==> config.mk <==
export PLATFORM = sky130hd
export DESIGN_NAME = imem_uart_loader
export DESIGN_NICKNAME = d
export VERILOG_FILES = /design/src/rtl/imem_uart_loader.sv
export SDC_FILE = /design/constraint.sdc
export NUM_CORES = 1
export LEC_CHECK = 0
export CORE_MARGIN = 1
export CORE_UTILIZATION = 60
export CTS_BUF_LIST = sky130_fd_sc_hd__clkbuf_4 sky130_fd_sc_hd__clkbuf_8
export DETAILED_ROUTE_END_ITERATION = 12
export HOLD_SLACK_MARGIN = 0.05
export PLACE_DENSITY = 0.83
export SYNTH_ARGS = -nofsm -noshare
export SYNTH_HDL_FRONTEND = slang
export SYNTH_SLANG_ARGS = --single-unit
==> constraint.sdc <==
create_clock -name clk -period 6.9 [get_ports clk]
set_clock_uncertainty 0.2 [all_clocks]
set_input_delay 1.38 -clock clk [delete_from_list [all_inputs] [get_ports clk]]
set_output_delay 1.38 -clock clk [all_outputs]
set_load 0.02 [all_outputs]
==> src/rtl/imem_uart_loader.sv <==
// UART boot loader: receives an A5 / count / words frame over 8N1 serial and
// writes it into instruction memory, holding the core in reset while loading.
module imem_uart_loader #(
    parameter int unsigned             CLKS_PER_BIT = 868,
    parameter int unsigned             ADDR_W       = 32,
    parameter logic [ADDR_W-1:0]       BASE_ADDR    = '0,
    parameter int unsigned             DEPTH_WORDS  = 256,
    parameter bit                      BOOT_HOLD    = 1'b1
) (
    input  logic              clk,
    input  logic              reset,
    input  logic              uart_rx,
    output logic              imem_we,
    output logic [ADDR_W-1:0] imem_addr,
    output logic [31:0]       imem_wdata,
    output logic              core_reset,
    output logic              busy,
    output logic              done,
    output logic              err
);

    localparam int unsigned CNT_W    = (CLKS_PER_BIT > 2) ? $clog2(CLKS_PER_BIT) : 1;
    localparam int unsigned HALF_BIT = CLKS_PER_BIT / 2;
    localparam logic [7:0]  SYNC_BYTE = 8'hA5;

    typedef enum logic [1:0] {R_IDLE, R_START, R_DATA, R_STOP} rx_state_t;
    typedef enum logic [1:0] {F_SYNC, F_CNT0, F_CNT1, F_DATA} fr_state_t;

    logic              r_rx_s1, r_rx_s2, r_rx_prev;
    rx_state_t         r_rx_state, w_rx_next;
    logic [CNT_W-1:0]  r_cnt;
    logic [2:0]        r_bit_idx;
    logic [7:0]        r_shift;
    logic              r_byte_valid, r_ferr;

    fr_state_t         r_f_state, w_f_next;
    logic [7:0]        r_n_lo;
    logic [15:0]       r_n, r_words;
    logic [1:0]        r_bidx;
    logic [31:0]       r_asm;
    logic              r_we;
    logic [ADDR_W-1:0] r_addr;
    logic [31:0]       r_wdata;
    logic              r_busy, r_done, r_err;
    logic              r_core_reset, r_ever_done, r_release;

    logic              w_rx, w_fall, w_bit_end, w_half;
    logic [15:0]       w_n;
    logic              w_sync_hit, w_abort, w_last_word;

    assign w_rx      = r_rx_s2;
    assign w_fall    = r_rx_prev & ~r_rx_s2;
    assign w_bit_end = (r_cnt == CNT_W'(CLKS_PER_BIT - 1));
    assign w_half    = (r_cnt == CNT_W'(HALF_BIT - 1));

    // Two-flop synchroniser plus previous-sample for falling-edge detection.
    always_ff @(posedge clk) begin
        if (reset) begin
            r_rx_s1   <= 1'b1;
            r_rx_s2   <= 1'b1;
            r_rx_prev <= 1'b1;
        end else begin
            r_rx_s1   <= uart_rx;
            r_rx_s2   <= r_rx_s1;
            r_rx_prev <= r_rx_s2;
        end
    end

    always_ff @(posedge clk) begin
        if (reset) r_rx_state <= R_IDLE;
        else       r_rx_state <= w_rx_next;
    end

    always_comb begin
        w_rx_next = r_rx_state;
        case (r_rx_state)
            R_IDLE:  if (w_fall) w_rx_next = R_START;
            R_START: if (w_half) w_rx_next = w_rx ? R_IDLE : R_DATA;
            R_DATA:  if (w_bit_end && (r_bit_idx == 3'd7)) w_rx_next = R_STOP;
            R_STOP:  if (w_bit_end) w_rx_next = R_IDLE;
            default: w_rx_next = R_IDLE;
        endcase
    end

    // Bit timing and deserialisation; byte_valid / framing error are 1-cycle pulses.
    always_ff @(posedge clk) begin
        if (reset) begin
            r_cnt        <= '0;
            r_bit_idx    <= '0;
            r_shift      <= '0;
            r_byte_valid <= 1'b0;
            r_ferr       <= 1'b0;
        end else begin
            r_byte_valid <= 1'b0;
            r_ferr       <= 1'b0;
            case (r_rx_state)
                R_IDLE: r_cnt <= '0;
                R_START: begin
                    r_bit_idx <= '0;
                    r_cnt     <= w_half ? '0 : r_cnt + CNT_W'(1);
                end
                R_DATA: begin
                    if (w_bit_end) begin
                        r_cnt     <= '0;
                        r_shift   <= {w_rx, r_shift[7:1]};
                        r_bit_idx <= r_bit_idx + 3'd1;
                    end else begin
                        r_cnt <= r_cnt + CNT_W'(1);
                    end
                end
                R_STOP: begin
                    if (w_bit_end) begin
                        r_cnt        <= '0;
                        r_byte_valid <= w_rx;
                        r_ferr       <= ~w_rx;
                    end else begin
                        r_cnt <= r_cnt + CNT_W'(1);
                    end
                end
                default: r_cnt <= '0;
            endcase
        end
    end

    assign w_n         = {r_shift, r_n_lo};
    assign w_sync_hit  = (r_f_state == F_SYNC) && r_byte_valid && (r_shift == SYNC_BYTE);
    assign w_abort     = (r_f_state != F_SYNC) && r_ferr;
    assign w_last_word = (r_words == (r_n - 16'd1));

    always_ff @(posedge clk) begin
        if (reset) r_f_state <= F_SYNC;
        else       r_f_state <= w_f_next;
    end

    always_comb begin
        w_f_next = r_f_state;
        case (r_f_state)
            F_SYNC: if (w_sync_hit) w_f_next = F_CNT0;
            F_CNT0: begin
                if (w_abort)           w_f_next = F_SYNC;
                else if (r_byte_valid) w_f_next = F_CNT1;
            end
            F_CNT1: begin
                if (w_abort) w_f_next = F_SYNC;
                else if (r_byte_valid)
                    w_f_next = ((w_n == 16'd0) || (32'(w_n) > DEPTH_WORDS)) ? F_SYNC : F_DATA;
            end
            F_DATA: begin
                if (w_abort)                  w_f_next = F_SYNC;
                else if (r_we && w_last_word) w_f_next = F_SYNC;
            end
            default: w_f_next = F_SYNC;
        endcase
    end

    // Frame datapath: count capture, word assembly, write strobe and status flags.
    always_ff @(posedge clk) begin
        if (reset) begin
            r_n_lo      <= '0;
            r_n         <= '0;
            r_words     <= '0;
            r_bidx      <= '0;
            r_asm       <= '0;
            r_we        <= 1'b0;
            r_addr      <= BASE_ADDR;
            r_wdata     <= '0;
            r_busy      <= 1'b0;
            r_done      <= 1'b0;
            r_err       <= 1'b0;
            r_ever_done <= 1'b0;
            r_release   <= 1'b0;
        end else begin
            r_we      <= 1'b0;
            r_release <= 1'b0;
            if (r_we) r_addr <= r_addr + ADDR_W'(4);
            if (w_abort) begin
                r_err     <= 1'b1;
                r_busy    <= 1'b0;
                r_release <= ~BOOT_HOLD | r_ever_done;
            end else begin
                case (r_f_state)
                    F_SYNC: begin
                        if (w_sync_hit) begin
                            r_busy  <= 1'b1;
                            r_err   <= 1'b0;
                            r_done  <= 1'b0;
                            r_addr  <= BASE_ADDR;
                            r_bidx  <= '0;
                            r_words <= '0;
                        end
                    end
                    F_CNT0: if (r_byte_valid) r_n_lo <= r_shift;
                    F_CNT1: begin
                        if (r_byte_valid) begin
                            r_n <= w_n;
                            if (w_n == 16'd0) begin
                                r_done      <= 1'b1;
                                r_busy      <= 1'b0;
                                r_release   <= 1'b1;
                                r_ever_done <= 1'b1;
                            end else if (32'(w_n) > DEPTH_WORDS) begin
                                r_err     <= 1'b1;
                                r_busy    <= 1'b0;
                                r_release <= ~BOOT_HOLD | r_ever_done;
                            end
                        end
                    end
                    F_DATA: begin
                        if (r_byte_valid) begin
                            r_asm  <= {r_shift, r_asm[31:8]};
                            r_bidx <= r_bidx + 2'd1;
                            if (r_bidx == 2'd3) begin
                                r_we    <= 1'b1;
                                r_wdata <= {r_shift, r_asm[31:8]};
                            end
                        end
                        if (r_we) begin
                            r_words <= r_words + 16'd1;
                            if (w_last_word) begin
                                r_done      <= 1'b1;
                                r_busy      <= 1'b0;
                                r_release   <= 1'b1;
                                r_ever_done <= 1'b1;
                            end
                        end
                    end
                    default: ;
                endcase
            end
        end
    end

    // Core reset: raised at sync detect, dropped one cycle after a frame ends well.
    always_ff @(posedge clk) begin
        if (reset)                     r_core_reset <= 1'b1;
        else if (w_sync_hit)           r_core_reset <= 1'b1;
        else if (r_release)            r_core_reset <= 1'b0;
        else if (!BOOT_HOLD && !r_busy) r_core_reset <= 1'b0;
    end

    assign imem_we    = r_we;
    assign imem_addr  = r_addr;
    assign imem_wdata = r_wdata;
    assign core_reset = r_core_reset;
    assign busy       = r_busy;
    assign done       = r_done;
    assign err        = r_err;

endmodule

# Word-level counts from Yosys, hierarchy flattened
# Cells that the tools add are included.
# totals
regBits	175
in_bits	3
output_inout_bits	69
word_cells	159
# op_classes
addsub	6
magnitude_cmp	1
n_eq_ne	30
mux	57
bitwise	7
n_reduce_logical	34
# ops
op	count
$mux 32	4
$add 32x3->32 const B	1
$mux 16	2
$pmux 16 s2	1
$mux 2	15
$pmux 10 s3	1
$mux 1	22
$ne 2x2->1 const B	11
$ne 3x3->1 const B	7
$mux 10	2
$reduce_and 4->1	5
$add 16x1->16 const B	1
$eq 16x16->1	1
$gt 16x9->1 const B	1
$logic_not 16->1	1
$pmux 2 s4	2
$sub 16x1->16 const B	1
$reduce_and 6->1	2
$add 10x1->10 const B	1
$eq 10x10->1 const B	1
$eq 10x9->1 const B	1
$eq 2x2->1 const B	5
$reduce_and 3->1	3
$eq 8x8->1 const B	1
other kinds (22)	43

# Longest topological paths before layout
# Gate-level depths: netlist (run 1).
# depth
word_depth	6
depth_mapped	10
mapped_depth_nobuf	8

# Worst setup path before layout (run 1)
# Ideal clock, no wire load.
# synth_timing
kind	reg2reg
start	reg r_n[0]
end	reg r_busy (netlist: busy)
setup_time_ps	120
t_arrival_ps	2234
setup_slack_ps	4347
stages_incl_launch_ff	10
path_buffers	1
cell_sequence	dfxtp_1 -> buf_2 -> inv_1 -> ha_1 -> or3b_2 -> nor4b_1 -> nand2_1 -> a311oi_1 -> a31oi_1 -> o31a_1
# synth_via
elab_chain_cells	4
# synth_rtl
item	line_no	rtl
from (decl)	38	logic [15:0] r_n, r_words;
from (signal assigned)	195	r_n <= w_n;
$sub 16x1->16	128	assign w_last_word = (r_words == (r_n - 16'd1));
$eq 16x16->1	128	
$ne 2x2->1 (no line)	n/a	
$reduce_and 6->1 (no line)	n/a	
to (signal assigned)	167	r_busy <= 1'b0;
to (signal assigned)	178	r_busy <= 1'b0;
to (signal assigned)	184	r_busy <= 1'b1;
to (decl)	44	logic r_busy, r_done, r_err;
# Every way passes these cells.
# A chain may end at the register's enable or synchronous reset.

# Worst setup path in the final report (run 1)
# layout_timing
start	reg r_we (netlist: imem_we)
end	out imem_we
# layout_lines
item	line_no	rtl
from (decl)	41	logic r_we;
from (signal assigned)	164	r_we <= 1'b0;
from (signal assigned)	173	r_we <= 1'b0;
from (signal assigned)	213	r_we <= 1'b1;
to (decl)	13	output logic imem_we,
# No word-level cell between the ends.

==> results.yml, run 1 <==
worst_setup_path:
  crit_chain: "clkdlybuf4s50_1"
  cp-start-kind: "flip-flop"
  timing.rr.start: "r_f_state[0]$_SDFFE_PP0P_"
  slowest_delay_ns: 0.70
  crit_path_top_delay_cell: "clkdlybuf4s50_1"
  cp-startpoint: "imem_we$_SDFF_PP0_"
  crit_fanout: 11
  worst-path-buf-inv: 1
  rr_endpoint: "imem_wdata[30]$_SDFFE_PP0P_"
  end_kind: "output pin"
  critPathKind: "reg -> out"
  worstRegToRegCells: 8
  required_ns: 5.32
  path_delay_family: "buffers and inverters"
  cp.arrival_ns: 1.73
  cp.depth: 1
  critPathCapture: "imem_we"
  reg2reg_slack_ns: 3.84
min_path:
  hold_path_class: "reg -> reg"
timing:
  fmax_mhz: 302.2
  hold_violations: 0
  setup_viol_count_final: 0
  max_slew_margin: 0.2555
  rsz0062_at_grt: "false"
  period_minus_slack_ns: 3.309
  whs_ns: 0.2215
  finalSetupTns_ns: 0
  min_period_over_period: 0.4796
  tightest_slew_ns: 1.114
  drv_slew: 0
clocking:
  cts.htree.levels: 4
  cts.sinks: 165
  clkTransAtPathRegs_ns: 0.09
  clock_path_buffers: 2
  cts_tree: "built"
  post_cts_buffers: 0
  cts_hold_buffers: 0
  post_cts_resized: 0
  cts_made_buffers: 17
  cts-root-buf: "clkbuf_8"
  insertion_delay_ns: 0.47
global_route:
  antenna_found_initial: 0
  grt_pass1_wl_mm: 25.90
  grt_max_degree: 77
  grt_use_total: 0.2523
  grt_overflow: 0
  first_global_vias: 5537
run:
  drv_cap: 0
power:
  p_leak_nw: 2.938
  swShare: 0.2226
  p_per_area_nw_per_um2: 202.1
  netSwitchingPower_mw: 0.3819
  ir_drop_uv: 174.7
  clkPwrFrac: 0.433
  totalPowerFinal_mw: 1.716
  p_int_mw: 1.334
  pwr-share-comb: 0.012
  seqPwrFrac: 0.556
final_layout:
  fin_nets: 947
  syn_to_final_growth_pct: 15.43
  fin_util: 0.7098
  fin_cells: 1092
  nFillCells: 906
  diodes: 0
  final_cell_mix: "nand2_1, dfxtp_1, nor2_1"
  drive_above_1_share: 0.06772
  layout_commonest_cell: "nand2_1"
yosys:
  yosys_register_bits: 165
  ys_seq_area_frac: 0.4491
  synthArstFlopShare: 0
  synth.distinct_cells: 69
  netlist_area_sq_um: 7356
  synth_ff_type: "dfxtp_1"
  synth_edf_count: 0
  synth.avg_cell_area_sq_um: 8.293
  ys_warn_count: 0
  netlist_instances: 887
route:
  post_drt_wl_per_cell_microns: 14.44
  drcViolationCount: 0
  viasPerCell: 5.728
  drt_iter0_markers: 581
  routed_wl_mm: 15.76
  vias: 6255
  ant_nets: 0
  drt_first_pass_iters: 5
placement:
  gp_congestion: 0.9097
  hpwl_mm: 10.61
  dp_cells: 1060
  io_buffers: 69
floorplanning:
  rows: 40
  die_w_microns: 112.7
  core-area_sq_um: 11960
  io-pin-count: 72
  die_area_sq_um: 12710
  start_util: 0.6150
  die_y_microns: 112.7
outcome:
  status: "finished, final reports clean"
-- logic make-up (layout without fill, tap and decap cells) --
group | Yosys count | in the layout | synth area share
buf+inv | 64 | 121 | 0.03640
fa+ha+maj | 12 | 12 | 0.02041
other cells | 1 | 2 | 0.0005098
xor+xnor | 68 | 68 | 0.08301
mux | 21 | 21 | 0.02875
simple gates | 411 | 411 | 0.2625
compound gates | 145 | 145 | 0.1194
flops | 165 | 165 | 0.4491
-- worst min-delay path by stage --
stage | start | to | slack [ns] | depth (start not counted)
final | r_rx_s1$_SDFF_PP1_ | r_rx_s2$_SDFF_PP1_ | 0.22 | 1
after global routing | r_rx_s1$_SDFF_PP1_ | r_rx_s2$_SDFF_PP1_ | 0.24 | 1
after CTS | r_rx_s1$_SDFF_PP1_ | r_rx_s2$_SDFF_PP1_ | 0.22 | 1
after detailed placement | r_rx_s1$_SDFF_PP1_ | r_rx_s2$_SDFF_PP1_ | 0.20 | 1
after global placement | r_rx_s1$_SDFF_PP1_ | r_rx_s2$_SDFF_PP1_ | 0.19 | 1
after floorplan | r_rx_s1$_SDFF_PP1_ | r_rx_s2$_SDFF_PP1_ | 0.19 | 1
-- sequential cells by signal, summed over array words and instances, names as in the netlist --
name          cells
core_reset        1
r_asm            24
r_byte_valid      1
r_shift           8
r_release         1
r_rx_state        2
r_n              16
busy              1
r_bidx            2
r_bit_idx         3
imem_we           1
r_f_state         2
r_rx_s2           1
done              1
r_cnt            10
r_rx_s1           1
r_ever_done       1
r_n_lo            8
imem_addr        30
r_ferr            1
r_rx_prev         1
imem_wdata       32
err               1
r_words          16
-- worst reg2reg max path, stage by stage (launching register included) --
cell,delay [ns]
dfxtp_1,0.44
ha_1,0.42
inv_1,0.22
nor3_2,0.21
buf_4,0.29
and2_0,0.65
buf_4,0.34
nand2_1,0.09
a21oi_1,0.14
-- layer usage --
metal | share of wire | GRT usage | vias to the layer above
li1 | - | - | 3106
met1 | 0.46 | 0.3339 | 2946
met2 | 0.46 | 0.4000 | 173
met3 | 0.055 | 0.05838 | 30
met4 | 0.020 | 0.1004 | 0
met5 | 0 | 0 | -
-- final cells by class --
class / instances / area (sq um) / share of cell area
Clock buffer: 22 / 302.8 / 0.03566
Clock inverter: 10 / 132.6 / 0.01562
Inverter: 17 / 63.81 / 0.007515
Multi-Input combinational cell: 659 / 3794 / 0.4468
Sequential cell: 165 / 3303 / 0.3890
Tap cell: 147 / 183.9 / 0.02166
Timing Repair Buffer: 72 / 710.7 / 0.08370
-- cell usage after synthesis (3+ instances only) --
library cell	count	area (sq um)
and2_1	6	37.54
a31oi_1	4	25.02
xor2_1	30	262.8
nand4_1	15	93.84
nor3_1	15	75.07
a21oi_1	89	445.4
o211ai_1	5	37.54
a22oi_1	3	22.52
and4_1	4	35.03
and3_1	8	50.05
nor2b_1	3	18.77
or4_1	3	22.52
clkbuf_1	41	153.9
nor4_2	3	37.54
nand2b_1	3	18.77
nor4_1	9	56.30
xnor2_1	37	324.1
or3_1	7	43.79
nand3_1	28	140.1
nor2_1	99	371.6
nand2_1	183	686.9
mux2i_1	20	200.2
or2_2	4	25.02
ha_1	12	150.1
o21ai_0	18	90.09
inv_1	17	63.81
dfxtp_1	165	3303
-- stage by stage --
step	setup slack [ns]	area [sq um]
after detailed placement	3.760	8055
after CTS	3.560	8491
final	3.591	8491
after global placement	3.824	8055
after global routing	3.510	8491
after floorplan	4.347	7360
-- power groups by stage --
stage / Sequential [mW] / Combinational, mW / Clock [mW]
final: 0.953 / 0.0198 / 0.743
after global routing: 0.954 / 0.0220 / 0.798
after CTS: 0.953 / 0.0198 / 0.752
after detailed placement: 0.976 / 0.0196 / 0
after global placement: 0.976 / 0.0197 / 0
after floorplan: 0.975 / 0.0171 / 0
No activity file was read; power rests on OpenSTA's default activity.
==> inputs of run 2 (changes only) <==
--- a/config.mk
+++ b/config.mk
@@ -6,11 +6,11 @@
 export NUM_CORES = 1
 export LEC_CHECK = 0
 export CORE_MARGIN = 1
-export CORE_UTILIZATION = 60
+export CORE_UTILIZATION = 59
 export CTS_BUF_LIST = sky130_fd_sc_hd__clkbuf_4 sky130_fd_sc_hd__clkbuf_8
 export DETAILED_ROUTE_END_ITERATION = 12
 export HOLD_SLACK_MARGIN = 0.05
-export PLACE_DENSITY = 0.83
+export PLACE_DENSITY = 0.82
 export SYNTH_ARGS = -nofsm -noshare
 export SYNTH_HDL_FRONTEND = slang
 export SYNTH_SLANG_ARGS = --single-unit
==> constraint.sdc (replaced) <==
create_clock -name clk -period 3.27 [get_ports clk]
set_clock_uncertainty 0.2 [all_clocks]
set_input_delay 0.654 -clock clk [delete_from_list [all_inputs] [get_ports clk]]
set_output_delay 0.654 -clock clk [all_outputs]
set_load 0.02 [all_outputs]
==> run 2 against run 1 <==
Compared with the run above:
- global-route usage fell by 0.46 points
- design area rose by 0.71%
- critical path type is now reg -> reg
- critical path depth up 7
- first-iteration DRC count down 19%
- sequential share of layout area shrank 0.27 points
- routed wire length hardly changed
- register-to-register slack lost 3.5 ns
- core utilization fell by 0.091 points
- hold slack lost 0.0023 ns
- die area is 1.7% higher
- sequential power is 110% higher
- total power rose by 110%
==> results.yml, run 2 (synthesis results as in run 1) <==
outcome:
  status: "finished, final reports clean"
clocking:
  cts_made_buffers: 17
  clock_path_buffers: 2
  cts_hold_buffers: 0
  post_cts_buffers: 0
  post_cts_resized: 0
  clkTransAtPathRegs_ns: 0.10
  insertion_delay_ns: 0.46
  cts_tree: "built"
  cts-root-buf: "clkbuf_8"
  cts.htree.levels: 4
  cts.sinks: 165
timing:
  period_minus_slack_ns: 2.950
  hold_violations: 0
  rsz0062_at_grt: "false"
  layout_setup_ws_ns: 0.3201
  min_period_over_period: 0.9021
  finalSetupTns_ns: 0
  max_slew_margin: 0.3514
  whs_ns: 0.2193
  tightest_slew_ns: 0.9694
  setup_viol_count_final: 0
  fmax_mhz: 339.0
  drv_slew: 0
placement:
  gp_congestion: 0.9297
  hpwl_mm: 10.52
  dp_cells: 1088
  io_buffers: 69
  dp_slack_ns: 0.4103
worst_setup_path:
  end_kind: "flip-flop"
  slowest_delay_ns: 0.56
  required_ns: 3.43
  path_delay_family: "compound AO/OA/AOI/OAI gates"
  crit_chain: "inv_1, ha_1, or3b_2, nor4b_1, nand2_1, a311oi_1, a31oi_1, a211o_1"
  crit_fanout: 7
  cp.arrival_ns: 3.11
  worst-path-buf-inv: 1
  cp-start-kind: "flip-flop"
  crit_path_top_delay_cell: "a311oi_1"
  critPathKind: "reg -> reg"
floorplanning:
  die_w_microns: 113.7
  start_util: 0.6099
  die_area_sq_um: 12920
  rows: 40
  die_y_microns: 113.7
  core-area_sq_um: 12060
  io-pin-count: 72
route:
  vias: 6245
  drt_first_pass_iters: 6
  ant_nets: 0
  drt_iter0_markers: 470
  post_drt_wl_per_cell_microns: 14.07
  routed_wl_mm: 15.76
  drcViolationCount: 0
  viasPerCell: 5.576
power:
  netSwitchingPower_mw: 0.8546
  p_leak_nw: 2.963
  clkPwrFrac: 0.429
  p_int_mw: 2.742
  ir_drop_uv: 360.0
  swShare: 0.2376
  pwr-share-comb: 0.012
  p_per_area_nw_per_um2: 420.6
  totalPowerFinal_mw: 3.597
  seqPwrFrac: 0.559
final_layout:
  drive_above_1_share: 0.07458
  largest_reg_flops: 32
  diodes: 0
  fin_cells: 1120
  final_cell_mix: "nand2_1, dfxtp_1, nor2_1"
  fin_nets: 954
  syn_to_final_growth_pct: 16.24
  nFillCells: 979
  layout_commonest_cell: "nand2_1"
global_route:
  grt_max_degree: 63
  antenna_found_initial: 0
  first_global_vias: 5391
  grt_pass1_wl_mm: 25.62
  grt_use_total: 0.2477
  grt_overflow: 0
run:
  drv_cap: 0
min_path:
  hold_path_class: "reg -> reg"
==> run 2: worst reg2reg max path: stages, from the launching register on <==
cell      delay [ns]
dfxtp_1         0.39
inv_1           0.10
ha_1            0.22
or3b_2          0.50
nor4b_1         0.28
nand2_1         0.09
a311oi_1        0.56
a31oi_1         0.21
a211o_1         0.31
==> run 2: through the flow <==
step | util | cell area, sq um
finish | 0.7089 | 8551
global route | 0.7089 | 8551
CTS | 0.7089 | 8551
detailed placement | 0.6744 | 8134
global placement | 0.6744 | 8134
floorplan | - | 7360
==> run 2: routing by layer <==
layer / share of wire / global-route usage / vias to the layer above
met5: 0 / 0 / -
met4: 0.013 / 0.07982 / 0
met3: 0.051 / 0.06748 / 26
met2: 0.47 / 0.3898 / 168
met1: 0.47 / 0.3302 / 2939
li1: - / - / 3112
==> run 2: area by class of cell <==
class	count	area, sq um	share of cell area
clock inverters	13	167.7	0.01961
flip-flops and latches	165	3303	0.3863
repair buffers	79	763.2	0.08926
multi-input cells	659	3794	0.4437
well taps	168	210.2	0.02458
inverters	17	63.81	0.007463
clock buffers	19	249.0	0.02912
==> run 2: final timing paths <==
kind,end,from,cells after the start,slack (ns)
max,r_f_state[1]$_SDFFE_PP0P_,r_n[0]$_SDFFE_PP0P_,8,0.32
min reg2reg,r_rx_s2$_SDFF_PP1_,r_rx_s1$_SDFF_PP1_,1,0.22
max reg2reg,r_f_state[1]$_SDFFE_PP0P_,r_n[0]$_SDFFE_PP0P_,8,0.32
min,r_rx_s2$_SDFF_PP1_,r_rx_s1$_SDFF_PP1_,1,0.22
==> run 2: power by group through the flow <==
stage,combinational [mW],clock [mW],sequential (mW)
CTS,0.0429,1.57,2.01
global route,0.0476,1.66,2.01
detailed placement,0.0426,0,2.06
finish,0.0435,1.54,2.01
floorplan,0.0362,0,2.06
global placement,0.0428,0,2.06
